$ cat config.mk
export PLATFORM = sky130hd
export DESIGN_NAME = cnu_sched_flat
export DESIGN_NICKNAME = d
export VERILOG_FILES = /design/src/rtl/ldpc_pkg.sv /design/src/rtl/cnu_sched_if.sv /design/src/rtl/cnu_lat_track.sv /design/src/rtl/cnu_sched.sv /design/src/flat_wrapper.sv
export SDC_FILE = /design/constraint.sdc
export NUM_CORES = 1
export LEC_CHECK = 0
export CAP_MARGIN = 20
export CORE_ASPECT_RATIO = 1.2
export CORE_MARGIN = 2
export CORE_UTILIZATION = 35
export DETAILED_ROUTE_END_ITERATION = 12
export HOLD_SLACK_MARGIN = 0.1
export PLACE_DENSITY = 0.67
export SETUP_SLACK_MARGIN = 0.05
export SLEW_MARGIN = 25
export SYNTH_ARGS = -nofsm -noshare
export SYNTH_HDL_FRONTEND = slang
export SYNTH_SLANG_ARGS = --single-unit
$ cat constraint.sdc
create_clock -name clk -period 6.2 [get_ports clk]
set_clock_uncertainty 0.1 [all_clocks]
set_input_delay 1.24 -clock clk [delete_from_list [all_inputs] [get_ports clk]]
set_output_delay 1.24 -clock clk [all_outputs]
set_load 0.005 [all_outputs]
$ cat src/rtl/ldpc_pkg.sv
// Shared LDPC decoder types: scheduler states and default widths
// used by the CNU, message memories and the row scheduler.
package ldpc_pkg;

  localparam int ROW_W  = 3;
  localparam int ITER_W = 4;

  typedef enum logic [2:0] {
    IDLE,
    ISSUE,
    DRAIN,
    CHECK,
    DONE
  } state_t;

endpackage

$ cat src/rtl/cnu_sched_if.sv
// Control/status bundle between the decoder controller (master)
// and the CNU row scheduler (slave).
interface cnu_sched_if #(
  parameter int ROW_W  = ldpc_pkg::ROW_W,
  parameter int ITER_W = ldpc_pkg::ITER_W
);

  logic              start;
  logic [ITER_W-1:0] max_iter;
  logic              row_parity;
  logic              busy;
  logic              rd_en;
  logic [ROW_W-1:0]  rd_row;
  logic              wr_en;
  logic [ROW_W-1:0]  wr_row;
  logic [ITER_W-1:0] iter;
  logic              done;
  logic              converged;

  modport master (
    output start, max_iter, row_parity,
    input  busy, rd_en, rd_row, wr_en, wr_row,
    input  iter, done, converged
  );

  modport slave (
    input  start, max_iter, row_parity,
    output busy, rd_en, rd_row, wr_en, wr_row,
    output iter, done, converged
  );

endinterface

$ cat src/rtl/cnu_lat_track.sv
// {valid,row} delay line matching the CNU pipeline depth.
// o_empty: nothing in flight behind the output stage.
module cnu_lat_track #(
  parameter int LAT = 4,
  parameter int RW  = 3
) (
  input  logic          clk,
  input  logic          rst,
  input  logic          i_vld,
  input  logic [RW-1:0] i_row,
  output logic          o_vld,
  output logic [RW-1:0] o_row,
  output logic          o_empty
);

  localparam logic [LAT-1:0] PEND =
    ~(LAT'(1) << (LAT - 1));

  logic [LAT-1:0]         r_vld;
  logic [LAT-1:0][RW-1:0] r_row;

  always_ff @(posedge clk) begin
    if (rst) begin
      r_vld <= '0;
      r_row <= '0;
    end else begin
      r_vld[0] <= i_vld;
      r_row[0] <= i_row;
      for (int i = LAT - 1; i > 0; i--) begin
        r_vld[i] <= r_vld[i-1];
        r_row[i] <= r_row[i-1];
      end
    end
  end

  assign o_vld   = r_vld[LAT-1];
  assign o_row   = r_row[LAT-1];
  assign o_empty = ~|(r_vld & PEND);

endmodule

$ cat src/rtl/cnu_sched.sv
// Row/iteration scheduler for one shared CNU.
// Build option: LDPC_EARLY_TERM_EN (stop on zero syndrome).
module cnu_sched #(
  parameter int M       = 8,
  parameter int ROW_W   = ldpc_pkg::ROW_W,
  parameter int CNU_LAT = 4,
  parameter int ITER_W  = ldpc_pkg::ITER_W
) (
  input logic        clk,
  input logic        rst,
  cnu_sched_if.slave bus
);

  import ldpc_pkg::*;

  localparam logic [ROW_W-1:0] LAST = ROW_W'(M - 1);

  state_t            r_state;
  state_t            w_state_nxt;
  logic [ROW_W-1:0]  r_rd_row;
  logic [ROW_W-1:0]  w_row_nxt;
  logic              r_rd_en;
  logic              r_busy;
  logic              r_done;
  logic [ITER_W-1:0] r_iter;
  logic [ITER_W-1:0] w_iter_nxt;
  logic [ITER_W-1:0] w_iter_inc;
  logic [ITER_W-1:0] r_max;
  logic [ITER_W-1:0] w_max_nxt;
  logic              w_synd_clr;
  logic              w_early;
  logic              w_wr_en;
  logic [ROW_W-1:0]  w_wr_row;
  logic              w_trk_empty;

  cnu_lat_track #(
    .LAT (CNU_LAT),
    .RW  (ROW_W)
  ) u_trk (
    .clk     (clk),
    .rst     (rst),
    .i_vld   (r_rd_en),
    .i_row   (r_rd_row),
    .o_vld   (w_wr_en),
    .o_row   (w_wr_row),
    .o_empty (w_trk_empty)
  );

`ifdef LDPC_EARLY_TERM_EN
  logic r_synd;
  logic r_conv;
  logic w_conv_nxt;

  assign w_early = ~r_synd;

  always_ff @(posedge clk) begin
    if (rst) begin
      r_synd <= 1'b0;
      r_conv <= 1'b0;
    end else begin
      r_conv <= w_conv_nxt;
      r_synd <= w_synd_clr ? 1'b0
              : r_synd | (w_wr_en & bus.row_parity);
    end
  end

  assign bus.converged = r_conv;
`else
  logic w_unused;

  assign w_early       = 1'b0;
  assign w_unused      = ^{bus.row_parity, w_synd_clr};
  assign bus.converged = 1'b0;
`endif

  assign w_iter_inc = (&r_iter) ? r_iter
                    : r_iter + ITER_W'(1);

  always_comb begin
    w_state_nxt = r_state;
    w_row_nxt   = r_rd_row;
    w_iter_nxt  = r_iter;
    w_max_nxt   = r_max;
    w_synd_clr  = 1'b0;
`ifdef LDPC_EARLY_TERM_EN
    w_conv_nxt  = r_conv;
`endif
    unique case (r_state)
      IDLE: begin
        if (bus.start) begin
          w_state_nxt = ISSUE;
          w_row_nxt   = '0;
          w_iter_nxt  = '0;
          w_max_nxt   = (bus.max_iter == '0) ? ITER_W'(1)
                      : bus.max_iter;
          w_synd_clr  = 1'b1;
`ifdef LDPC_EARLY_TERM_EN
          w_conv_nxt  = 1'b0;
`endif
        end
      end
      ISSUE: begin
        if (r_rd_row == LAST) begin
          w_state_nxt = DRAIN;
        end else begin
          w_row_nxt = r_rd_row + ROW_W'(1);
        end
      end
      DRAIN: begin
        if (w_trk_empty) begin
          w_state_nxt = CHECK;
        end
      end
      CHECK: begin
        w_iter_nxt = w_iter_inc;
        if (w_iter_inc == r_max || w_early) begin
          w_state_nxt = DONE;
`ifdef LDPC_EARLY_TERM_EN
          w_conv_nxt  = ~r_synd;
`endif
        end else begin
          w_state_nxt = ISSUE;
          w_row_nxt   = '0;
          w_synd_clr  = 1'b1;
        end
      end
      DONE: begin
        w_state_nxt = IDLE;
      end
      default: begin
        w_state_nxt = IDLE;
      end
    endcase
  end

  always_ff @(posedge clk) begin
    if (rst) begin
      r_state  <= IDLE;
      r_rd_row <= '0;
      r_rd_en  <= 1'b0;
      r_busy   <= 1'b0;
      r_done   <= 1'b0;
      r_iter   <= '0;
      r_max    <= '0;
    end else begin
      r_state  <= w_state_nxt;
      r_rd_row <= w_row_nxt;
      r_rd_en  <= (w_state_nxt == ISSUE);
      r_busy   <= (w_state_nxt != IDLE);
      r_done   <= (w_state_nxt == DONE);
      r_iter   <= w_iter_nxt;
      r_max    <= w_max_nxt;
    end
  end

  assign bus.busy   = r_busy;
  assign bus.rd_en  = r_rd_en;
  assign bus.rd_row = r_rd_row;
  assign bus.wr_en  = w_wr_en;
  assign bus.wr_row = w_wr_row;
  assign bus.iter   = r_iter;
  assign bus.done   = r_done;

endmodule

$ cat src/flat_wrapper.sv
// flat-port wrapper written by rule: the top's interface ports become plain ports
module cnu_sched_flat import ldpc_pkg::*;
#(
  parameter int M       = 8,
  parameter int ROW_W   = ldpc_pkg::ROW_W,
  parameter int CNU_LAT = 4,
  parameter int ITER_W  = ldpc_pkg::ITER_W
)
  (clk, rst, bus_start, bus_max_iter, bus_row_parity, bus_busy, bus_rd_en, bus_rd_row, bus_wr_en, bus_wr_row, bus_iter, bus_done, bus_converged);
  cnu_sched_if #(.ROW_W(ROW_W), .ITER_W(ITER_W)) bus_i ();
  input logic clk;
  input logic rst;
  input wire logic [$bits(bus_i.start)-1:0] bus_start;
  input wire logic [$bits(bus_i.max_iter)-1:0] bus_max_iter;
  input wire logic [$bits(bus_i.row_parity)-1:0] bus_row_parity;
  output wire logic [$bits(bus_i.busy)-1:0] bus_busy;
  output wire logic [$bits(bus_i.rd_en)-1:0] bus_rd_en;
  output wire logic [$bits(bus_i.rd_row)-1:0] bus_rd_row;
  output wire logic [$bits(bus_i.wr_en)-1:0] bus_wr_en;
  output wire logic [$bits(bus_i.wr_row)-1:0] bus_wr_row;
  output wire logic [$bits(bus_i.iter)-1:0] bus_iter;
  output wire logic [$bits(bus_i.done)-1:0] bus_done;
  output wire logic [$bits(bus_i.converged)-1:0] bus_converged;
  assign bus_i.start = bus_start;
  assign bus_i.max_iter = bus_max_iter;
  assign bus_i.row_parity = bus_row_parity;
  assign bus_busy = bus_i.busy;
  assign bus_rd_en = bus_i.rd_en;
  assign bus_rd_row = bus_i.rd_row;
  assign bus_wr_en = bus_i.wr_en;
  assign bus_wr_row = bus_i.wr_row;
  assign bus_iter = bus_i.iter;
  assign bus_done = bus_i.done;
  assign bus_converged = bus_i.converged;
  cnu_sched #(.M(M), .ROW_W(ROW_W), .CNU_LAT(CNU_LAT), .ITER_W(ITER_W)) u_core (.clk(clk), .rst(rst), .bus(bus_i));
endmodule
# Yosys cells after proc, flatten, opt, wreduce, memory -nomap -nowiden
# Cells that the tools add are included.
word_totals:
  regBits: 33
classes:
  eq_ne: 10
  add_sub_neg: 2
  n_reduce_logical: 10
  mux: 13
ops:
  columns: ["op", "count"]
  rows:
  - ["$mux 3", 7]
  - ["$mux 4", 3]
  - ["$pmux 3 s4", 1]
  - ["$pmux 3 s3", 1]
  - ["$pmux 4 s2", 1]
  - ["$reduce_and 4->1", 2]
  - ["$eq 3x1->1 const B", 2]
  - ["$eq 3x2->1 const B", 2]
  - ["$eq 3x3->1 const B", 2]
  - ["$ne 2x2->1 const B", 3]
  - ["$reduce_bool 3->1", 2]
  - ["$add 4x1->4 const B", 1]
  - ["$eq 4x4->1", 1]
  - ["$logic_not 4->1", 1]
  - ["$reduce_and 2->1", 2]
  - ["$add 3x1->3 const B", 1]
  - ["$logic_not 3->1", 1]
  - ["$reduce_or 3->1", 1]
  - ["$reduce_bool 2->1", 1]

# Depth between registers and ports, before layout
# Gate-level depths: netlist of run 1.
depth:
  word_depth: 6
  ltp_mapped: 7
  ltp_nobuf: 7

# Hierarchy
# From an unflattened synthesis of run 1, not the netlist that was laid out.
hier_totals:
  cells_unflattened: 136
  area_unflattened_um2: 1383.8
modules_own_cells:
  columns: ["module", "area_each_um2", "cells_per_inst", "n_inst", "seq_area_each_um2"]
  rows:
  - ["cnu_sched", 892.1, 99, 1, 340.3]
  - ["cnu_lat_track", 491.7, 37, 1, 320.3]

# Least setup slack after synthesis of run 1
# OpenSTA, ideal clock, no wires.
synth_path:
  path_type: "in2reg"
  from: "input bus_start"
  to: "register u_core.r_rd_row[1] (netlist: u_core.bus.rd_row[1])"
  path_slack_ns: 3.687
  setup_ns: 0.121
  stages: 4
  arrival_time_ns: 2.292
  cell_sequence: "or3b_1 > a21o_1 > a31oi_4 > mux2_4"
synth_between:
  elab_chain_len: 2
synth_lines:
  columns: ["element", "line_no", "rtl"]
  rows:
  - ["from (decl)", "flat_wrapper.sv:13", "input wire logic [$bits(bus_i.start)-1:0] bus_start;"]
  - ["$ne 2x2->1 (no source line)", null, null]
  - ["$reduce_and 4->1 (no source line)", null, null]
  - ["to (signal assigned)", "cnu_sched.sv:147", "r_rd_row <= w_row_nxt;"]
  - ["to (decl)", "cnu_sched.sv:20", "logic [ROW_W-1:0] r_rd_row;"]
# Every way passes these cells.
# A chain may end at the register's enable or synchronous reset.

# Worst setup path after layout of run 1
# Same ends and word-level chain as after synthesis.

==> results list, run 1 <==
- Final ANT Viol Nets: 0
- Wire length on met3: 130 um
- Final clock period utilization by the worst path: 0.451
* Port bufs: 20
- STA puts the critical path data arrival time at 2.87 ns.
- Along the worst hold path, the cell count comes to 1.
- In this run, post-CTS repair resized a total of 0 instances.
- Detailed placement finished with a half-perimeter wire length of 1700 um.
- Counting the buffers created by CTS gives 5.
- The run finished with clean final reports.
- Number of optimization iterations in the first detailed-route pass: 4
* Final core area utilization: 0.438
* Starting density of the core: 0.357
- EDFF count, synth: 0
- Met2 wire length: 1190 um
- Number of synthesized register bits: 33
- Die Span Y: 72.9 um
* Total Nets Final: 168
* Sequential Power Share: 0.549
* Maximum number of buffers from clock root to sink: 2
- Of the synthesized area, sequential elements account for 0.477.
- Total power: 404 uW
* Detailed-route wire length on metal 1: 1030 um
- In this run the power spent charging and discharging nets is 92.1 uW.
- By area the synthesized netlist is led by sky130_fd_sc_hd__dfxtp_1 48%, sky130_fd_sc_hd__nor2b_1 10%, sky130_fd_sc_hd__mux2i_1 5.8%.
- Final Hold Fails: 0
* Layout cells sized above 1: 0.114
* Initial antenna violation count: 0
- WL final: 2400 um
- RSZ-0062 raised after global routing: no
- Number of vias per cell: 4.66
* Clock sink count: 33
* Total power divided by cell area: 238 nW/um^2
- Post-synth top area share: 0.477
- After routing the design area is 1700 sq um.
- Detailed routing inserted a total of 988 vias.
- The die is 61.5 um wide.
- Across every metal layer, demand over resource in global routing totals 0.125.
* Number of antenna cells inserted: 0
- 23 I/O pins were placed.
* Switching power share of the total: 0.228
* Leading register cell type out of synthesis: sky130_fd_sc_hd__dfxtp_1
- Number of buffers inserted by hold repair at cts: 0
* Sum Neg Setup Slack: 0 ns
- Across the run, the number of max-cap violations was 0.
- The worst path needs 2.80 ns of the cycle, external delays included.
* Cell area after synthesis: 1390 sq um
* Combinational fraction of design power: 0.080
- In this run the cell area measured after placement is 1620 sq um.
- The share of total power dissipated in the clock network is 0.372.
- Synthesized instance count: 137
* Crit-path max cell delay: 0.50 ns
* Max Freq: 0.357 GHz
- At the worst endpoint, the required time is 6.27 ns.
- In this run the post-CTS setup repair buffer count came out at 0.
* Capturing element type of the critical path: register
- Critical-path cell with the highest stage delay: sky130_fd_sc_hd__clkdlybuf4s50_1
* Syn. warnings: 0
* Largest fanout on the critical path: 3
* Post-CTS clock slew at the launch and capture registers of the worst setup and hold paths: 0.06 ns
* P&R area growth vs syn: 22.6%
- For this run the aggregate overflow at the end of global routing stands at 0.
- Detailed-route DRC error count: 0
- Start point of the worst hold path: u_core.u_trk.r_row[2]
* Top layer reached by signal wires: met4
* Critical Path Source Type: input port
- Clock tree from TritonCTS: built
- At the end of routability-driven placement, the weighted congestion stood at 0.771.
* Detailed router's first-iteration violation count: 24
- Summed over all cells, the static leakage comes to 0.661 nW.
- Worst-case vdd ir drop: 0.105 mV
* Worst setup path class: in2reg
* Average footprint of a synthesized cell: 10.1 sq um
* Global-route wire length before repair: 4110 um
- The number of nets handed over by synthesis was 148.
- Clock tree synthesis selected as its root buffer the cell sky130_fd_sc_hd__clkbuf_8.
- Launch point of the critical path: bus_start
* Rows: 25
* Core Region: 3880 sq um
* Reg-to-Reg Start: u_core.bus.iter[0]
- In the synthesized netlist the async set-or-reset flop fraction comes to 0.
- The floorplan step defined a die boundary enclosing 4480 sq um.
- Clock latency at the later pin of the worst-skew pair: 0.28 ns
- Internal power consumption: 312 uW
- Worst Reg-to-Reg Cells: 6
* Pin count of the biggest net entering global routing: 32
- In this run, distinct cell masters in the synthesized netlist total 38.
- FILL cells: 402
* CTS H-tree lvls: 2
* Final Slew Violations: 0
- Number of global-route vias before repair: 979
- Walking the worst path, the cells encountered are clkdlybuf4s50_1 > or3b_1 > a21o_1 > a31oi_4 > mux2_4.
* Finish-stage setup viols: 0
- Class of the most critical hold timing path: reg2reg
- sky130_fd_sc_hd__dfxtp_1 takes more of the synthesized area than any other cell.
- Detail-routed net length per standard cell: 11.3 um
## power by group through the flow
stage               sequential, mW  combinational, mW  clock, mW
CTS                          0.222             0.0330      0.157
floorplan                    0.225             0.0224          0
global placement             0.226             0.0320          0
detailed placement           0.226             0.0329          0
global route                 0.222             0.0356      0.168
finish                       0.222             0.0322      0.150
## cell usage after synthesis (3+ instances only)
library cell               count
sky130_fd_sc_hd__ha_1          3
sky130_fd_sc_hd__nor3_1        4
sky130_fd_sc_hd__nor2_1       14
sky130_fd_sc_hd__nor2b_1      23
sky130_fd_sc_hd__inv_1         3
sky130_fd_sc_hd__nand3_1       3
sky130_fd_sc_hd__mux2i_1       8
sky130_fd_sc_hd__clkbuf_1      3
sky130_fd_sc_hd__o21ai_0       3
sky130_fd_sc_hd__buf_4         4
sky130_fd_sc_hd__dfxtp_1      33
sky130_fd_sc_hd__nand2_1       3
## state kept, by name (all words and copies together), names as in the netlist, 3 cells and up
register and count:
u_core.bus.iter 4, u_core.r_max 4, u_core.bus.rd_row 3, u_core.u_trk.o_row 3, u_core.r_state 3, u_core.u_trk.r_row 9, u_core.u_trk.r_vld 4
## stage by stage
stage | worst slack, ns | std cells | hold slack, ns
after floorplan | 3.69 | 137 | 0.314
after global placement | 3.10 | 204 | 0.321
after detailed placement | 3.09 | 204 | 0.322
after CTS | 3.39 | 212 | 0.337
after global routing | 3.32 | 212 | 0.358
final | 3.40 | 212 | 0.334
## worst max-delay path, delay by kind of cell
family,cells,cell delay (ns)
buffers and inverters,1,0.50
AOI/OAI and AO/OA,2,0.43
and+or+nand+nor,1,0.39
muxes,1,0.31
## worst paths after layout
path	to	slack, ns
worst max-delay path	u_core.bus.rd_row[1]	3.40
worst max register to register	u_core.bus.rd_row[1]	4.04
worst min register to register	u_core.u_trk.r_row[5]	0.33
worst min-delay path	u_core.u_trk.r_row[5]	0.33
## layout make-up
cell class / count / area, sq um / area share
multi-input combinational: 93 / 669 / 0.394
clock inverter: 2 / 10.0 / 0.00589
tap: 54 / 67.6 / 0.0398
clock buffer: 6 / 72.6 / 0.0427
timing repair buffer: 21 / 208 / 0.122
inverter: 3 / 11.3 / 0.00663
sequential: 33 / 661 / 0.389
## cell usage in the layout (no fill, tap or decap), types with 2 or more instances in the layout
| cell | n |
|---|---|
| sky130_fd_sc_hd__nand2b_1 | 2 |
| sky130_fd_sc_hd__a21o_1 | 2 |
| sky130_fd_sc_hd__and3_1 | 2 |
| sky130_fd_sc_hd__xor2_1 | 2 |
| sky130_fd_sc_hd__nor2b_1 | 23 |
| sky130_fd_sc_hd__ha_1 | 3 |
| sky130_fd_sc_hd__nand3_1 | 3 |
| sky130_fd_sc_hd__nand2_1 | 3 |
| sky130_fd_sc_hd__mux2i_1 | 8 |
| sky130_fd_sc_hd__inv_1 | 3 |
| sky130_fd_sc_hd__clkdlybuf4s50_1 | 20 |
| sky130_fd_sc_hd__dfxtp_1 | 33 |
| sky130_fd_sc_hd__nor3_1 | 4 |
| sky130_fd_sc_hd__nor2_1 | 14 |
| sky130_fd_sc_hd__clkbuf_8 | 5 |
| sky130_fd_sc_hd__mux2_4 | 2 |
| sky130_fd_sc_hd__clkinv_2 | 2 |
| sky130_fd_sc_hd__o21ai_0 | 3 |
| sky130_fd_sc_hd__nor4_1 | 2 |
| sky130_fd_sc_hd__a21oi_1 | 2 |
## routing by layer
metal  vias to the layer above  track usage
met5                         -            0
met4                         0       0.0567
met3                         6       0.0479
met2                        24        0.215
met1                       459        0.132
li1                        499            -
## kinds of logic after synthesis
kind of cell / after synthesis / share of synthesized area
adder cells (fa/ha/maj): 3 / 0.0271
buffers and inverters: 11 / 0.0406
XOR/XNOR: 3 / 0.0244
AND/OR/NAND/NOR: 62 / 0.259
AO/OA/AOI/OAI: 14 / 0.0903
multiplexers: 10 / 0.0794
other: 1 / 0.00270
flip-flops: 33 / 0.477
(Power assumes the default switching activity.)
==> inputs of run 2 (changes only) <==
--- a/config.mk
+++ b/config.mk
@@ -11,7 +11,7 @@
 export CORE_UTILIZATION = 35
 export DETAILED_ROUTE_END_ITERATION = 12
 export HOLD_SLACK_MARGIN = 0.1
-export PLACE_DENSITY = 0.67
+export PLACE_DENSITY = 0.7
 export SETUP_SLACK_MARGIN = 0.05
 export SLEW_MARGIN = 25
 export SYNTH_ARGS = -nofsm -noshare
==> constraint.sdc (replaced) <==
create_clock -name clk -period 2.5 [get_ports clk]
set_clock_uncertainty 0.1 [all_clocks]
set_input_delay 0.5 -clock clk [delete_from_list [all_inputs] [get_ports clk]]
set_output_delay 0.5 -clock clk [all_outputs]
set_load 0.005 [all_outputs]
==> run 2 against run 1 <==
Effect of this change: wire length is 1.5% higher; critical path depth is 1 higher; core utilization rose by 1.1 points; combinational power grew to 2.5 times the previous value; cell count grew 0.47%; sequential cell count unchanged; sequential share of layout area fell by 0.92 points; die area stayed put; total power grew to 2.8 times the previous value; non-clock buffer count is 1 higher; clock-buffer cell count increased by 1; critical path type is now reg2reg; largest cell class unchanged.
==> results list, run 2 (same netlist as run 1, synthesis figures left out) <==
* Outcome: finished, final reports clean
- The row count is 25 (unchanged).
- The power per cell area was 653 nW/um^2 (+170%).
- Layout cells sized above 1: 0.119 (+0.00557)
- The DRC marker count from the first detailed-route iteration came to 17 (-29%).
- The number of flip-flops under the largest register name was 9 (unchanged).
- Area of all placed cells without fillers: 1740 sq um (+2.4%)
* Worst-case register-to-register setup slack: 0.33 ns (-3.71 ns)
- Estimated wirelength of the detail-placed design: 1780 um (+5.2%)
* Detail-routed net length per standard cell: 11.4 um (+1.1%)
* Switching power: 230 uW (+150%)
* Total power: 1.14 mW (+180%)
- Setup repair after global routing left no endpoint under its margin.
- Global placer's final weighted congestion: 0.823 (+6.8%)
- The overall routing resource usage was 0.126 (+0.00107).
- Top library cells by usage in the layout, fill and taps aside: 33 x sky130_fd_sc_hd__dfxtp_1, 23 x sky130_fd_sc_hd__nor2b_1, 20 x sky130_fd_sc_hd__clkdlybuf4s50_1, 14 x sky130_fd_sc_hd__nor2_1, 8 x sky130_fd_sc_hd__mux2i_1
- The path class of the tightest hold or removal check is reg2reg.
* Worst setup path class: reg2reg
- The utilization after layout was 0.449 (+0.0106).
- The post-cts hold buffer count is 0 (unchanged).
- The count of vias placed by the detailed router came to 983 (-0.51%).
* Start point of the worst hold path: u_core.u_trk.r_row[7]
* Final clock period utilization by the worst path: 0.869
- The instance count along the most critical hold path was 1 (unchanged).
* WL final: 2430 um (+1.5%)
* Number of CTS-inserted buffers: 5 (unchanged)
- Max Freq: 0.460 GHz
- The worst-case hold slack came to 0.338 ns (+0.00352 ns).
* Starting density of the core: 0.357 (unchanged)
* Final Hold Fails: 0 (unchanged)
* Capturing element type of the critical path: register
- The number of iterations in the first detailed-routing pass is 4 (unchanged).
- Pin count of the biggest net entering global routing: 16 (-50%)
- Detailed-route DRC error count: 0 (unchanged)
- The via count of the first global-routing pass was 929 (-5.1%).
- Critical Path Source Type: register
- The clock transition at the registers of the reported paths was 0.07 ns (about the same).
- The first-pass GRT wire length came to 4110 um (-0.17%).
- The net total in the final layout came to 169 (+0.60%).
- Final Slew Violations: 0 (unchanged)
- Clock latency at the later pin of the worst-skew pair: 0.28 ns (about the same)
- The library cell used most frequently in the layout, excluding fill and tap cells, is sky130_fd_sc_hd__dfxtp_1.
* Number of cells upsized or downsized after cts: 0 (unchanged)
- The final worst-path setup slack is 0.327 ns (-3.07 ns).
- Grt total ovfl: 0 (unchanged)
- The total of max-cap violations came to 0 (unchanged).
* Dpl cell area: 1620 sq um (+0.46%)
* Pre-CTS worst setup slack: 0.133 ns (-2.96 ns)
* I/O pin count: 23 (unchanged)
- End point of the most critical hold path: u_core.u_trk.o_row[1]
- The delay of the slowest cell on the worst path was 0.43 ns (-0.07 ns).
* Setup Buffers After CTS: 0 (unchanged)
* Period minus WS final: 2.17 ns
- Switching power share of the total: 0.202 (-0.0258)
- The leakage power total is 0.679 nW (+2.8%).
- The width of the die was 61.5 um (unchanged).
- Worst endpoint required time: 2.57 ns (-3.70 ns)
- Traced cell by cell, the critical path runs through ha_1 > nand3_2 > or3_4 > a21oi_4 > a31oi_4 > mux2_4.
* Number of vias per cell: 4.62 (-0.97%)
- The share of power burned in combinational logic is 0.072 (-0.008).
* Finish-stage setup viols: 0 (unchanged)
- Port bufs: 20 (unchanged)
- In this run the critical register-to-register path is launched from u_core.bus.iter[0].
- P&R area growth vs syn: 25.5%
- The sequential cell fraction of total power was 0.484 (-0.065).
* Placed Instances: 205 (+0.49%)
- Critical-path cell with the highest stage delay: sky130_fd_sc_hd__dfxtp_1
- Maximum number of buffers from clock root to sink: 2 (unchanged)
- TritonCTS built the clock tree.
* Sum Neg Setup Slack: 0 ns (unchanged)
- CTS H-tree lvls: 2 (unchanged)
* Die area: 4480 sq um (unchanged)
- The clock network fraction of design power came to 0.445 (+0.073).
- The number of standard cells in the layout, taps in and fillers out is 213 (+0.47%).
* Clock root buffer: sky130_fd_sc_hd__clkbuf_8
- Internal power consumption: 907 uW (+190%)
- Clock sink count: 33 (unchanged)
* Worst Reg-to-Reg Cells: 6 (unchanged)
- Worst-case vdd ir drop: 0.352 mV (+240%)
- The post-route antenna net violation count is 0 (unchanged).
* Largest fanout on the critical path: 7 (+4)
- The core area is 3880 sq um (unchanged).
- Initial antenna violation count: 0 (unchanged)
* FF-to-FF End: u_core.bus.rd_row[1]
- Number of antenna cells inserted: 0 (unchanged)
* Register name with the most flops: u_core.u_trk.r_row
* Die Span Y: 72.9 um (unchanged)
- The number of filler instances in the final layout is 400 (-0.50%).
- Arrival time worst endpoint: 2.24 ns (-0.63 ns)
==> run 2: how the worst max path moves through the flow <==
stage                                  start              endpoint  slack (ns)  cells past startpoint
final                     u_core.bus.iter[0]  u_core.bus.rd_row[1]        0.33                      6
after global routing      u_core.bus.iter[0]  u_core.bus.rd_row[1]        0.20                      6
after CTS                 u_core.bus.iter[0]  u_core.bus.rd_row[1]        0.31                      6
after detailed placement           bus_start  u_core.bus.rd_row[1]        0.13                      5
after global placement             bus_start  u_core.bus.rd_row[1]        0.16                      5
after floorplan           u_core.bus.iter[0]  u_core.bus.rd_row[1]        0.45                      6
==> run 2: power groups by stage <==
stage	Sequential [mW]	Clock (mW)	Combinational (mW)
after detailed placement	0.561	0	0.0826
after global routing	0.551	0.544	0.0895
after global placement	0.561	0	0.0803
after CTS	0.550	0.517	0.0831
final	0.549	0.505	0.0816
after floorplan	0.557	0	0.0556
==> run 2: final cells by class <==
| class | instances | area, sq um | area share |
|---|---|---|---|
| repair buffers | 22 | 215 | 0.124 |
| inverters | 3 | 11.3 | 0.00647 |
| well taps | 54 | 67.6 | 0.0388 |
| multi-input cells | 93 | 669 | 0.385 |
| clock inverters | 1 | 30.0 | 0.0173 |
| flip-flops and latches | 33 | 661 | 0.380 |
| clock buffers | 7 | 86.3 | 0.0496 |
==> run 2: layer usage <==
layer / part of all wire / GRT usage / vias up
met5: 0 / 0 / -
met4: 0.014 / 0.0426 / 0
met3: 0.051 / 0.0550 / 6
met2: 0.55 / 0.227 / 20
met1: 0.39 / 0.127 / 455
li1: - / - / 502
==> run 2: worst max-delay path, delay by kind of cell, from the launching register on <==
family / cells / cell delay [ns]
flops: 1 / 0.43
compound gates: 2 / 0.31
mux: 1 / 0.32
fa+ha+maj: 1 / 0.32
simple gates: 2 / 0.58
